## config.mk

```make
export PLATFORM = sky130hd
export DESIGN_NAME = dcache_refill_ctrl
export DESIGN_NICKNAME = d
export VERILOG_FILES = /design/src/rtl/dcache_refill_ctrl.sv
export SDC_FILE = /design/constraint.sdc
export NUM_CORES = 1
export LEC_CHECK = 0
export CORE_MARGIN = 5
export CORE_UTILIZATION = 46
export DETAILED_ROUTE_END_ITERATION = 8
export PLACE_DENSITY = 0.83
export SETUP_SLACK_MARGIN = 0.4
export SYNTH_ARGS = -nofsm -noshare
export SYNTH_HDL_FRONTEND = slang
export SYNTH_SLANG_ARGS = --single-unit
```

## constraint.sdc

```tcl
create_clock -name clk -period 2.75 [get_ports clk]
set_input_delay 0.275 -clock clk [delete_from_list [all_inputs] [get_ports clk]]
set_output_delay 0.275 -clock clk [all_outputs]
set_load 0.05 [all_outputs]
```

## src/rtl/dcache_refill_ctrl.sv

```systemverilog
// dcache_refill_ctrl
// Miss handler sitting between the data cache and the backing data memory.
// A miss request optionally writes the dirty victim line back word-by-word,
// then reads the missing line word-by-word into a line buffer. The full line
// is returned to the cache in a single one-cycle response beat.
//
// Build option: define DCRC_CWF_EN for critical-word-first fill ordering.
// The fill then starts at req_word and wraps around the line, and crit_valid
// pulses with the first returned word. Without DCRC_CWF_EN the fill runs
// 0..WORDS_PER_LINE-1, req_word is ignored, and crit_valid/crit_data are 0.
//
// Handshakes:
//   request : accepted on a cycle where req_valid & req_ready; req_ready is
//             high only while idle, so the requester holds its request (and
//             all request fields) until then. req_valid while busy is ignored.
//   memory  : mem_req/mem_we/mem_line/mem_word/mem_wdata describe the current
//             word access and stay stable until a cycle with mem_ack; the
//             address advances the cycle after each ack. mem_ack while
//             mem_req is low has no effect.
//   response: resp_valid is a one-cycle pulse; there is no back-pressure.

module dcache_refill_ctrl #(
    parameter int  XLEN           = 32,
    parameter int  WORDS_PER_LINE = 4,
    parameter int  LINE_ADDR_BITS = 4,
    localparam int WORD_BITS      = $clog2(WORDS_PER_LINE),
    localparam int LINE_W         = XLEN * WORDS_PER_LINE
) (
    input  logic                      clk,
    input  logic                      rst,
    input  logic                      req_valid,
    output logic                      req_ready,
    input  logic                      req_wb,
    input  logic [LINE_ADDR_BITS-1:0] req_wb_line,
    input  logic [LINE_W-1:0]         req_wb_data,
    input  logic [LINE_ADDR_BITS-1:0] req_fill_line,
    input  logic [WORD_BITS-1:0]      req_word,
    output logic                      resp_valid,
    output logic [LINE_W-1:0]         resp_data,
    output logic                      crit_valid,
    output logic [XLEN-1:0]           crit_data,
    output logic                      busy,
    output logic                      mem_req,
    output logic                      mem_we,
    output logic [LINE_ADDR_BITS-1:0] mem_line,
    output logic [WORD_BITS-1:0]      mem_word,
    output logic [XLEN-1:0]           mem_wdata,
    input  logic                      mem_ack,
    input  logic [XLEN-1:0]           mem_rdata,
    output logic [1:0]                dbg_state
);

    typedef enum logic [1:0] {
        S_IDLE = 2'd0,
        S_WB   = 2'd1,
        S_FILL = 2'd2,
        S_RESP = 2'd3
    } state_e;

    localparam logic [WORD_BITS-1:0] CNT_LAST = WORD_BITS'(WORDS_PER_LINE - 1);

    state_e                      state_q, state_d;
    logic [WORD_BITS-1:0]        cnt_q, cnt_d;
    logic [LINE_ADDR_BITS-1:0]   wb_line_q, wb_line_d;
    logic [LINE_W-1:0]           wb_data_q, wb_data_d;
    logic [LINE_ADDR_BITS-1:0]   fill_line_q, fill_line_d;
    logic [LINE_W-1:0]           buf_q, buf_d;

    // Word index the fill starts at (and must wrap back to in order to end),
    // as seen from the live request and from the captured request.
    logic [WORD_BITS-1:0]        start_req;
    logic [WORD_BITS-1:0]        start_cap;
    logic [WORD_BITS-1:0]        cnt_inc;

    assign cnt_inc = cnt_q + WORD_BITS'(1);

`ifdef DCRC_CWF_EN
    logic [WORD_BITS-1:0]        word_q, word_d;

    assign start_req = req_word;
    assign start_cap = word_q;
`else
    logic                        unused_word;

    assign start_req   = '0;
    assign start_cap   = '0;
    assign unused_word = ^req_word;
`endif

    // State, counter, captured request and line buffer registers.
    always_ff @(posedge clk or negedge rst) begin
        if (!rst) begin
            state_q     <= S_IDLE;
            cnt_q       <= '0;
            wb_line_q   <= '0;
            wb_data_q   <= '0;
            fill_line_q <= '0;
            buf_q       <= '0;
`ifdef DCRC_CWF_EN
            word_q      <= '0;
`endif
        end else begin
            state_q     <= state_d;
            cnt_q       <= cnt_d;
            wb_line_q   <= wb_line_d;
            wb_data_q   <= wb_data_d;
            fill_line_q <= fill_line_d;
            buf_q       <= buf_d;
`ifdef DCRC_CWF_EN
            word_q      <= word_q_next();
`endif
        end
    end

`ifdef DCRC_CWF_EN
    function automatic logic [WORD_BITS-1:0] word_q_next();
        return word_d;
    endfunction
`endif

    // Next-state logic: request capture, word counting and fill buffering.
    always_comb begin
        state_d     = state_q;
        cnt_d       = cnt_q;
        wb_line_d   = wb_line_q;
        wb_data_d   = wb_data_q;
        fill_line_d = fill_line_q;
        buf_d       = buf_q;
        req_ready   = 1'b0;
`ifdef DCRC_CWF_EN
        word_d      = word_q;
`endif

        case (state_q)
            S_IDLE: begin
                req_ready = 1'b1;
                if (req_valid) begin
                    wb_line_d   = req_wb_line;
                    wb_data_d   = req_wb_data;
                    fill_line_d = req_fill_line;
`ifdef DCRC_CWF_EN
                    word_d      = req_word;
`endif
                    if (req_wb) begin
                        state_d = S_WB;
                        cnt_d   = '0;
                    end else begin
                        state_d = S_FILL;
                        cnt_d   = start_req;
                    end
                end
            end

            S_WB: begin
                if (mem_ack) begin
                    cnt_d = cnt_inc;
                    if (cnt_q == CNT_LAST) begin
                        state_d = S_FILL;
                        cnt_d   = start_cap;
                    end
                end
            end

            S_FILL: begin
                if (mem_ack) begin
                    buf_d[cnt_q*XLEN +: XLEN] = mem_rdata;
                    cnt_d                     = cnt_inc;
                    // Every word has been read once the counter wraps back
                    // to the word the fill started from.
                    if (cnt_inc == start_cap) begin
                        state_d = S_RESP;
                    end
                end
            end

            S_RESP: begin
                state_d = S_IDLE;
                cnt_d   = '0;
            end

            default: begin
                state_d = S_IDLE;
                cnt_d   = '0;
            end
        endcase
    end

    // Memory port, response and status outputs decoded from the registers.
    always_comb begin
        mem_req   = 1'b0;
        mem_we    = 1'b0;
        mem_line  = '0;
        mem_word  = '0;
        mem_wdata = '0;

        case (state_q)
            S_WB: begin
                mem_req   = 1'b1;
                mem_we    = 1'b1;
                mem_line  = wb_line_q;
                mem_word  = cnt_q;
                mem_wdata = wb_data_q[cnt_q*XLEN +: XLEN];
            end
            S_FILL: begin
                mem_req  = 1'b1;
                mem_line = fill_line_q;
                mem_word = cnt_q;
            end
            default: begin
                mem_req = 1'b0;
            end
        endcase
    end

    // Critical word: each word index is read exactly once per fill, so the
    // ack on the start index is the first fill ack.
    always_comb begin
        crit_valid = 1'b0;
        crit_data  = '0;
`ifdef DCRC_CWF_EN
        if (state_q == S_FILL && mem_ack && cnt_q == word_q) begin
            crit_valid = 1'b1;
            crit_data  = mem_rdata;
        end
`endif
    end

    assign resp_valid = (state_q == S_RESP);
    assign resp_data  = buf_q;
    assign busy       = (state_q != S_IDLE);
    assign dbg_state  = state_q;

endmodule

```

### Word-level counts from Yosys, hierarchy flattened

Cells that the tools add are included.

* register bits: 268
* input bits: 175
* output and inout port bits: 206
* logic and storage cells: 47

* $add $sub $neg: 2
* eq/ne operators: 9
* shift operators: 3
* muxes and demuxes: 19
* reduce and logical (&&, ||, !) cells: 8

Operators by type and width (number)
* $bwmux 128: 1
* $shift 32x34->128 const A: 1
* $shiftx 128x8->32: 1
* $shiftx 32x34->128: 1
* $neg 7->34: 1
* $mux 32: 1
* $mux 2: 11
* $pmux 2 s4: 2
* $ne 2x2->1 const B: 5
* $pmux 4 s2: 1
* $eq 2x2->1 const B: 3
* $reduce_and 5->1: 1
* $logic_not 2->1: 2
* $reduce_and 2->1: 2
* $mux 1: 3
* $reduce_and 3->1: 1
* $add 2x1->2 const B: 1
* $eq 2x1->1 const B: 1
* $reduce_bool 2->1: 1
* $reduce_or 2->1: 1

### Logic depth before layout (Yosys ltp)

Gate-level depths: netlist of run 1.

* word-level depth: 5
* depth in mapped cells: 8
* depth with buffers taken out: 5

### Worst setup path before layout of run 1

Ideal clock, no wire load.

* kind: reg-to-output
* start point: register state_q[0], in the netlist dbg_state[0]
* end point: output port mem_line[0]
* arrival: 2319 ps
* data required time: 2475 ps
* setup slack: 156 ps
* stages on the path, launching flop included: 4
* buffers on the path: 0
* cell sequence: dfrtp_1 inv_1 ha_1 nor2b_1

* word-level cells in the longest chain between the ends: 2
* elaborated cells between the ends (all ways): 3
* those cells by class: eq/ne: 2; mux: 1

Ends and longest elaborated chain
* start, declared: RTL line 62 `state_e state_q, state_d;`
* start signal, assigned: RTL line 103 `state_q <= state_d;`
* $eq 2x2->1 or $eq 2x1->1 (tied branches): RTL line 196 `case (state_q)`
* $pmux 4 s2 (*): RTL line 196
* end, declared: RTL line 45 `output logic [LINE_ADDR_BITS-1:0] mem_line,`

Mark *: on every way between the ends. The rest lies on a longest branch, timed or not.

### Worst setup path after layout of run 1

* start point: register cnt_q[0]
* end point: output port mem_wdata[11]

* word-level cells in the longest chain between the ends: 2

Ends and longest elaborated chain
* start, declared: RTL line 63 `logic [WORD_BITS-1:0] cnt_q, cnt_d;`
* start signal, assigned: RTL line 104 `cnt_q <= cnt_d;`
* $shiftx 128x8->32: RTL line 202 `mem_wdata = wb_data_q[cnt_q*XLEN +: XLEN];`
* $mux 32: RTL line 196
* end, declared: RTL line 47 `output logic [XLEN-1:0] mem_wdata,`

Every way passes these cells.

==> results of run 1 <==
## cell usage in the layout (no fill, tap or decap), types with 3 or more instances in the layout
master | netlist | layout
a22o_1 | 126 | 126
a22oi_1 | 4 | 4
and2_4 | 0 | 32
buf_12 | 0 | 46
buf_4 | 45 | 16
buf_6 | 0 | 5
buf_8 | 0 | 3
clkbuf_1 | 18 | 6
clkbuf_16 | 0 | 31
clkbuf_8 | 0 | 6
clkdlybuf4s50_1 | 0 | 302
clkinv_2 | 0 | 3
conb_1 | 1 | 33
dfrtp_1 | 268 | 264
dfrtp_2 | 0 | 4
dlygate4sd2_1 | 0 | 3
ha_1 | 12 | 10
inv_1 | 5 | 5
mux2_2 | 136 | 136
mux4_2 | 32 | 32
nand2b_1 | 3 | 3
nand3_2 | 3 | 3
nor2b_2 | 0 | 4
## routing by layer
metal / up-vias / share of wire (%) / global-route usage (%)
met5: - / 0.12 / 0
met4: 6 / 2.1 / 5.19
met3: 63 / 11 / 8.44
met2: 388 / 50 / 39.2
met1: 3988 / 37 / 26.6
li1: 3412 / - / -
## where the power goes
part           internal [uW]  switching [uW]
clock network           2260            1500
logic                   4550            4700
registers               5330             776
## how the worst max path moves through the flow
| stage | startpoint | end | slack (ps) | cells after the start |
|---|---|---|---|---|
| after floorplan | cnt_q[1]$_DFFE_PN0P_ | resp_data[33]$_DFFE_PN0P_ | 530 | 8 |
| after global placement | cnt_q[1]$_DFFE_PN0P_ | resp_data[60]$_DFFE_PN0P_ | 600 | 6 |
| after detailed placement | cnt_q[0]$_DFFE_PN0P_ | resp_data[83]$_DFFE_PN0P_ | 520 | 6 |
| after CTS | dbg_state[0]$_DFFE_PN0P_ | mem_word[0] | 300 | 4 |
| after global routing | cnt_q[0]$_DFFE_PN0P_ | mem_wdata[11] | 290 | 5 |
| final | cnt_q[0]$_DFFE_PN0P_ | mem_wdata[11] | 350 | 5 |
## cell type report
type                       count  area share [%]
multi-input combinational    412            25.7
clock inverter                 7           0.541
tap                          324            2.43
inverter                       5           0.113
clock buffer                  41            4.99
sequential                   268            40.3
timing repair buffer         383            26.0
## cell families (layout without fill, tap and decap cells)
| group | Yosys count | after routing |
|---|---|---|
| AOI/OAI and AO/OA | 138 | 138 |
| DFF | 268 | 268 |
| buffers and inverters | 90 | 436 |
| muxes | 170 | 170 |
| other | 1 | 33 |
| adders and majority gates | 12 | 12 |
| and+or+nand+nor | 59 | 59 |
## critical path: stages, from the launching register on
cell and delay [ps]:
dfrtp_2 430, buf_12 180, buf_16 140, mux4_2 500, and2_4 190, buf_12 140
## sequential cells by signal, summed over array words and instances (netlist names)
signal and flops:
wb_data_q 128, resp_data 128, fill_line_q 4, wb_line_q 4, cnt_q 2, dbg_state 2
## through the flow
stage | std cells | utilization [%] | instance area (sq um) | hold slack (ps)
detailed placement | 1378 | 63.5 | 15400 | 223
floorplan | 770 | - | 11400 | -20.6
CTS | 1434 | 68.2 | 16500 | 255
global placement | 1378 | 63.5 | 15400 | 224
global route | 1440 | 68.7 | 16700 | 291
finish | 1440 | 68.7 | 16700 | 265
## what timing repair did
item	4_1_cts	5_1_grt
hold endpoints to repair	47	0
setup buffers	5	4
gates resized for setup	45	17
setup endpoints to repair	42	89
pin swaps	0	8
hold buffers	1	0
cloned	2	2
==> summary.md, run 1 <==
| Metric | Value |
|---|---|
| Post-route DRC | `0` |
| Clock latency on the worst-skew pair | `530 ps` |
| CP required | `about 2500 ps` |
| Vias in the first global route | `about 8,600` |
| Root buffer cell | `clkbuf_16` |
| Worst Tran Pin Value | `587 ps` |
| Number of detailed-routing iterations run before antenna repair | `5` |
| Sequential share of the synthesized area | `between 50 and 60%` |
| Post-Synth Simple-Gate Area | `approximately 3.7%` |
| Gr ovfl total | `0` |
| H-tree Lvls | `1` |
| # fillers | `1,644` |
| Clk sink count | `~270` |
| Fmax | `around 420 MHz` |
| Synth Area in Compound Gates | `10.6%` |
| Power, Total | `between 15,000 and 20,000 uW` |
| Die Y | `approximately 170 um` |
| Mapped cell area | `between 0.01 and 0.015 sq mm` |
| Main synth FF type | `dfrtp_1` |
| Antenna violations before repair | `3` |
| Ranking of synthesized cells by area | `dfrtp_1 59%, mux2_2 14%, a22o_1 9.8%` |
| PwrDens | `1150 mW/mm^2` |
| Main combinational cell family by area after synthesis | `multiplexers` |
| Synthesized instance count | `~740` |
| Initial Utilization | `around 47%` |
| Input/output buffers | `around 350` |
| I/O pin total | `between 300 and 400` |
| Final-stage net count | `1,285` |
| Tightest Hold Check Type | `input port to async pin` |
| First-pass GRT wire length | `around 50 mm` |
| Fin. max-slew vios | `0` |
| RSZ-0062 raised after global routing | `true` |
| GP Congestion | `approximately 0.78` |
| # setup viols final | `0` |
| DIE AREA | `between 0.02 and 0.03 sq mm` |
| Worst Setup End Kind | `output pin` |
| Multi-input gate area | `around 0.0043 sq mm` |
| Final wirelength | `between 30 and 40 mm` |
| Ant diodes | `0` |
| Synth unique cells | `31` |
| FF+latch count, synth | `approximately 270` |
| Die width | `approximately 170 um` |
| Synth async-reset ratio | `100%` |
| Fin crit share | `between 80% and 90%` |
| Largest net degree at the start of global routing | `98` |
| Reg2reg start | `cnt_q[0]$_DFFE_PN0P_` |
| Final worst path period need | `2400 ps` |
| Worst rel slew slack | `between 60% and 70%` |
| Num CTS Buffers | `28` |
| Vias per inst | `5.46` |
| Worst VDD drop | `roughly 760 uV` |
| Critical Path Fanout Max | `8` |
| Syn_area_per_cell | `about 15 sq um` |
| CTS tree | `yes` |
| Reg area | `between 0.006 and 0.007 sq mm` |
| Critical setup path kind | `flip-flop to output pin` |
| WP data arrival | `2120 ps` |
| CTS Buffer Depth | `3` |
| Count leader, synth | `dfrtp_1` |
| Final Skew | `roughly 7.8 ps` |
| Setup WS post-layout | `~350 ps` |
| TNS Setup | `0 ps` |
| Core area | `~0.024 sq mm` |
| Post-route ant nets | `0` |
| Num rows | `57` |
| Layout cells sized above 1 | `30.2%` |
| Global Route Usage Sum | `between 20% and 30%` |
| Status | `finished, final reports clean` |
| Crit path launch type | `flip-flop` |
| Post-Synth XOR/XNOR Area | `0%` |
| Cells on worst reg2reg path | `7` |
| Iter 0 DRT Violations | `690` |
| Vias | `7,857` |
| R2r setup slk | `about 540 ps` |
| P&R area growth vs syn | `47.7%` |
| Final Hold Viols | `0` |
| Adder-Cell Fraction of Synth Area | `~1.3%` |
| YS warnings | `0` |
| Number of enable flip-flop cells after synthesis | `0` |
| Max Cap Violations | `0` |
| Synth area leader | `dfrtp_1` |
| Top cell type's share of synthesized area | `about three fifths` |
| Mux cell area share after synthesis | `20.1%` |
| Detailed placement HPWL | `approximately 22 mm` |
| Reg clk slew, reported paths | `roughly 60 ps` |
| Leak Pwr | `slightly above 0.007 uW` |
| Place WS | `about 520 ps` |
| Routed len/inst | `between 20 and 25 um` |
| Reg-to-reg endpoint | `resp_data[60]$_DFFE_PN0P_` |
| Commonest cells post-synth | `268 x dfrtp_1, 136 x mux2_2, 126 x a22o_1, 45 x buf_4, 34 x and2_1` |
(Power assumes the default switching activity.)
==> inputs of run 2 (changes only) <==
- MAX_ROUTING_LAYER: not set -> met4
- TNS_END_PERCENT: not set -> 10
==> run 2 against run 1 <==
Against the previous run: maximum frequency down 0.84%; worst hold slack worse by 7.7 ps; clock power about the same; critical path depth unchanged; count of clock-buffer cells in the layout unchanged; die area unchanged; sequential cell count unchanged.
==> summary.md, run 2 (synthesized netlist as in run 1, its figures left out) <==
| Metric | Value |
|---|---|
| Status | `finished, final reports clean` |
| PwrDens | `approximately 1100 mW/mm^2` |
| Global Route Usage Sum | `between 20% and 30%` |
| CP required | `roughly 2500 ps` |
| P&R area growth vs syn | `46.2%` |
| Setup WS post-layout | `around 330 ps` |
| RSZ-0062 raised after global routing | `true` |
| Max Cap Violations | `0` |
| Fin. max-slew vios | `0` |
| Root buffer cell | `clkbuf_16` |
| Critical setup path kind | `flip-flop to output pin` |
| Worst rel slew slack | `60.7%` |
| TNS Setup | `0 ps` |
| Post-route DRC | `0` |
| Worst Tran Pin Value | `around 590 ps` |
| Post-layout util | `between 60% and 70%` |
| H-tree Lvls | `1` |
| Place WS | `roughly 520 ps` |
| Detailed placement HPWL | `22.4 mm` |
| Final Skew | `approximately 6.6 ps` |
| Vias | `7,741` |
| Final worst path period need | `2420 ps` |
| Largest net degree at the start of global routing | `a little under 100` |
| Worst VDD drop | `around 750 uV` |
| # fillers | `~1,700` |
| Input/output buffers | `between 300 and 400` |
| Leak Pwr | `0.00715 uW` |
| Vias per inst | `roughly 5.4` |
| Initial Utilization | `a little under half` |
| Dpl cells | `approximately 1,400` |
| Fmax | `just over 400 MHz` |
| Final wirelength | `between 30 and 40 mm` |
| Num rows | `57` |
| Die Y | `167 um` |
| First-pass GRT wire length | `between 40 and 50 mm` |
| Worst Setup End Kind | `output pin` |
| WP data arrival | `about 2100 ps` |
| Most common cell after layout, fill and taps aside | `clkdlybuf4s50_1` |
| DIE AREA | `around 0.028 sq mm` |
| Final Hold Viols | `0` |
| Reg clk slew, reported paths | `roughly 60 ps` |
| Crit path launch type | `flip-flop` |
| Clk sink count | `around 270` |
| GP Congestion | `a little under 0.8` |
| Num CTS Buffers | `28` |
| Die width | `around 170 um` |
| Final-stage net count | `approximately 1,300` |
| Post-route ant nets | `0` |
| Commonest cells after routing, fill and taps aside | `302 x clkdlybuf4s50_1, 264 x dfrtp_1, 136 x mux2_2, 126 x a22o_1, 45 x buf_12` |
| CTS Buffer Depth | `3` |
| Clock latency on the worst-skew pair | `roughly 530 ps` |
| Antenna violations before repair | `2` |
| Gr ovfl total | `0` |
| Core area | `0.0242 sq mm` |
| Vias in the first global route | `8,516` |
| Layout cells sized above 1 | `27.0%` |
| Cell Count, Final, Fillers Out | `between 1,000 and 1,500` |
| CTS tree | `yes` |
| Fin crit share | `~88%` |
| Routed len/inst | `about 22 um` |
| # setup viols final | `0` |
| Critical Path Fanout Max | `8` |
| Iter 0 DRT Violations | `between 600 and 700` |
| Number of detailed-routing iterations run before antenna repair | `5` |
| Tightest Hold Check Type | `input port to async pin` |
| I/O pin total | `381` |
[run 2: cell types whose count changed in the layout (fill, tap and decap cells not counted), moves of 2 or more]
cell	before	now
and2_1	2	30
and2_4	32	4
buf_6	5	1
buf_4	16	19
dlymetal6s2s_1	0	3
buf_8	3	1
clkbuf_16	31	29
clkbuf_2	2	0
diode_2	0	2
[run 2: per-stage QoR]
step           power (uW)  hold slack [ps]  cell area, sq um
3_5_place_dp        14900              223             15400
5_1_grt             19600              291             16500
2_1_floorplan       11500            -20.6             11400
6_report            18700              257             16500
3_3_place_gp        14600              224             15400
4_1_cts             18900              255             16500
[run 2: power by group]
part / switching [uW] / leakage [uW] / internal [uW] / total (uW)
Clock: 1510 / 0.000448 / 2260 / 3770
Combinational: 4570 / 0.00332 / 4280 / 8850
Sequential: 772 / 0.00338 / 5330 / 6100
[run 2: what timing repair did]
item	CTS	global route
hold buffers	1	0
gates cloned	2	0
setup endpoints to repair	42	91
hold endpoints to repair	47	0
gates resized for setup	9	11
buffers inserted	5	0
[run 2: final timing paths]
check	cells after the start	endpoint	slack [ps]	startpoint
worst max-delay path	5	mem_wdata[23]	330	cnt_q[0]$_DFFE_PN0P_
worst min-delay path	2	wb_data_q[22]$_DFFE_PN0P_	260	rst
worst max register to register	7	resp_data[58]$_DFFE_PN0P_	490	cnt_q[0]$_DFFE_PN0P_
worst min register to register	1	wb_data_q[69]$_DFFE_PN0P_	500	wb_data_q[69]$_DFFE_PN0P_
max in group asynchronous	3	wb_data_q[113]$_DFFE_PN0P_	1610	rst
min in group clk	2	wb_data_q[40]$_DFFE_PN0P_	350	req_wb_data[40]
[run 2: final cells by class]
| type | count | area (sq um) | area share [%] |
|---|---|---|---|
| tap | 324 | 405 | 2.46 |
| sequential | 268 | 6710 | 40.7 |
| multi-input combinational | 412 | 4200 | 25.5 |
| clock inverter | 7 | 90.1 | 0.546 |
| antenna | 2 | 5.00 | 0.0304 |
| inverter | 5 | 18.8 | 0.114 |
| timing repair buffer | 377 | 4230 | 25.6 |
| clock buffer | 41 | 831 | 5.04 |
[run 2: per-layer routing]
metal | track usage [%] | wire length, um
met1 | 27.2 | 12100
met2 | 39.1 | 16000
met3 | 7.56 | 3260
met4 | 4.87 | 574
met5 | - | 0
[run 2: critical path: stages (launching register included)]
cell and delay (ps):
dfrtp_2 420, buf_12 170, buf_4 160, mux4_2 490
and2_1 210, buf_12 160
==> inputs of run 3 (changes only) <==
- CORE_MARGIN: 5 -> 2
- CTS_BUF_LIST: not set -> sky130_fd_sc_hd__clkbuf_16
==> run 3 against run 2 <==
Against the previous run: power rose by 0.85%; sequential cell count did not move; via count rose by 1.3%; critical path depth fell by 2; largest power group unchanged.
==> summary.md, run 3 (synthesized netlist as in run 1, its figures left out) <==
| Metric | Value |
|---|---|
| Status | `finished, final reports clean` |
| Max Cap Violations | `0` |
| Reg2reg start | `cnt_q[0]$_DFFE_PN0P_` |
| Core area | `~0.024 sq mm` |
| # setup viols final | `0` |
| GP Congestion | `roughly 0.82` |
| Commonest cells after routing, fill and taps aside | `304 x clkdlybuf4s50_1, 264 x dfrtp_1, 136 x mux2_2, 126 x a22o_1, 43 x buf_12` |
| Root buffer cell | `clkbuf_16` |
| Area after DPL | `~0.015 sq mm` |
| RSZ-0062 raised after global routing | `true` |
| Worst Setup EP | `mem_we` |
| Fin crit share | `between 80% and 90%` |
| DIE AREA | `0.0258 sq mm` |
| WP data arrival | `between 2000 and 2500 ps` |
| Reg clk slew, reported paths | `~60 ps` |
| Worst Tran Pin Value | `roughly 600 ps` |
| Worst Setup End Kind | `output pin` |
| Detailed placement HPWL | `21.4 mm` |
| Vias in the first global route | `around 8,400` |
| Clock latency on the worst-skew pair | `530 ps` |
| Layout cells sized above 1 | `27.8%` |
| Clk sink count | `between 200 and 300` |
| Die width | `around 160 um` |
| Vias per inst | `roughly 5.4` |
| H-tree Lvls | `1` |
| CTS tree | `yes` |
| Largest net degree at the start of global routing | `78` |
| Initial Utilization | `between 40% and 50%` |
| Final Skew | `around 9 ps` |
| Num CTS Buffers | `28` |
| Iter 0 DRT Violations | `between 500 and 600` |
| Post-route DRC | `0` |
| Final Hold Viols | `0` |
| Gr ovfl total | `0` |
| Die Y | `around 160 um` |
| Crit path launch type | `flip-flop` |
| CP required | `2480 ps` |
| P&R area growth vs syn | `46.9%` |
| Routed len/inst | `around 22 um` |
| Fin. max-slew vios | `0` |
| Cells on worst reg2reg path | `8` |
| Post-route cell area | `approximately 0.017 sq mm` |
| Crit. Startpoint | `dbg_state[1]$_DFFE_PN0P_` |
| Antenna violations before repair | `2` |
| PwrDens | `roughly 1100 mW/mm^2` |
| Final worst path period need | `2460 ps` |
| Worst VDD drop | `between 600 and 700 uV` |
| Global Route Usage Sum | `around a quarter` |
| Fmax | `407 MHz` |
| Num rows | `between 50 and 60` |
| TNS Setup | `0 ps` |
| Leak Pwr | `around 0.0072 uW` |
| Post-route ant nets | `0` |
| Final-stage net count | `roughly 1,300` |
| Most common cell after layout, fill and taps aside | `clkdlybuf4s50_1` |
| Critical Path Fanout Max | `5` |
| First-pass GRT wire length | `approximately 50 mm` |
| Tightest Hold Check Type | `input port to async pin` |
| CTS Buffer Depth | `3` |
| R2r setup slk | `just under 400 ps` |
| Final wirelength | `between 30 and 40 mm` |
| I/O pin total | `381` |
| Vias | `~7,800` |
| Worst rel slew slack | `about three fifths` |
| Reg-to-reg endpoint | `resp_data[60]$_DFFE_PN0P_` |
| Number of detailed-routing iterations run before antenna repair | `4` |
| Input/output buffers | `approximately 350` |
| Critical setup path kind | `flip-flop to output pin` |
## run 3: cell types whose count changed in the layout (fill, tap and decap cells not counted), moves of 3 or more
cell	previous run	this run
clkbuf_8	6	1
buf_4	19	22
clkbuf_1	6	0
and2_4	4	9
and2_1	30	25
buf_8	1	4
clkinv_1	0	8
## run 3: per-stage QoR
step	power [uW]	setup slack [ps]	hold WS [ps]	instances	util (%)
2_1_floorplan	11500	534	-20.6	770	-
3_3_place_gp	14600	584	308	1378	63.6
3_5_place_dp	14800	492	304	1378	63.6
4_1_cts	18900	198	314	1436	68.1
6_report	18900	291	325	1445	68.5
5_1_grt	19800	219	333	1445	68.5
## run 3: worst max-delay path, stage by stage (launching register included)
cell	delay, ps
dfrtp_2	430
inv_1	130
ha_1	240
clkdlybuf4s50_1	850
## run 3: worst min path at each step
stage / startpoint / end / slack, ps / depth (start not counted)
3_3_place_gp: rst / wb_data_q[51]$_DFFE_PN0P_ / 310 / 1
4_1_cts: rst / wb_data_q[115]$_DFFE_PN0P_ / 310 / 2
3_5_place_dp: rst / wb_data_q[115]$_DFFE_PN0P_ / 300 / 1
2_1_floorplan: rst / cnt_q[0]$_DFFE_PN0P_ / -20 / 0
5_1_grt: req_wb_data[63] / wb_data_q[63]$_DFFE_PN0P_ / 330 / 2
6_report: rst / wb_data_q[51]$_DFFE_PN0P_ / 320 / 2
## run 3: report_power, final
group          leakage, uW  total (uW)  internal (uW)  switching [uW]
combinational      0.00334        8960           4340            4610
clock             0.000462        3850           2280            1570
sequential         0.00338        6080           5330             753
## run 3: timing repair
item                                   CTS  global route
setup buffers                            3             7
gates cloned                             3             0
endpoints found under the hold margin   72             0
hold buffers                             1             0
setup endpoints to repair               42           119
resized for setup                       12            18
## run 3: cell type report
class | instances | area, sq um
multi-input cells | 412 | 4210
repair buffers | 383 | 4280
well taps | 324 | 405
inverters | 5 | 18.8
diodes | 2 | 5.00
clock buffers | 29 | 726
fillers | 1608 | 7610
clock inverters | 22 | 210
flip-flops and latches | 268 | 6710
## run 3: routing by layer
| layer | wire (um) | track usage, % |
|---|---|---|
| met2 | 15600 | 41.5 |
| met1 | 12000 | 29.6 |
| met5 | 0 | - |
| met3 | 2860 | 7.83 |
| met4 | 882 | 7.45 |
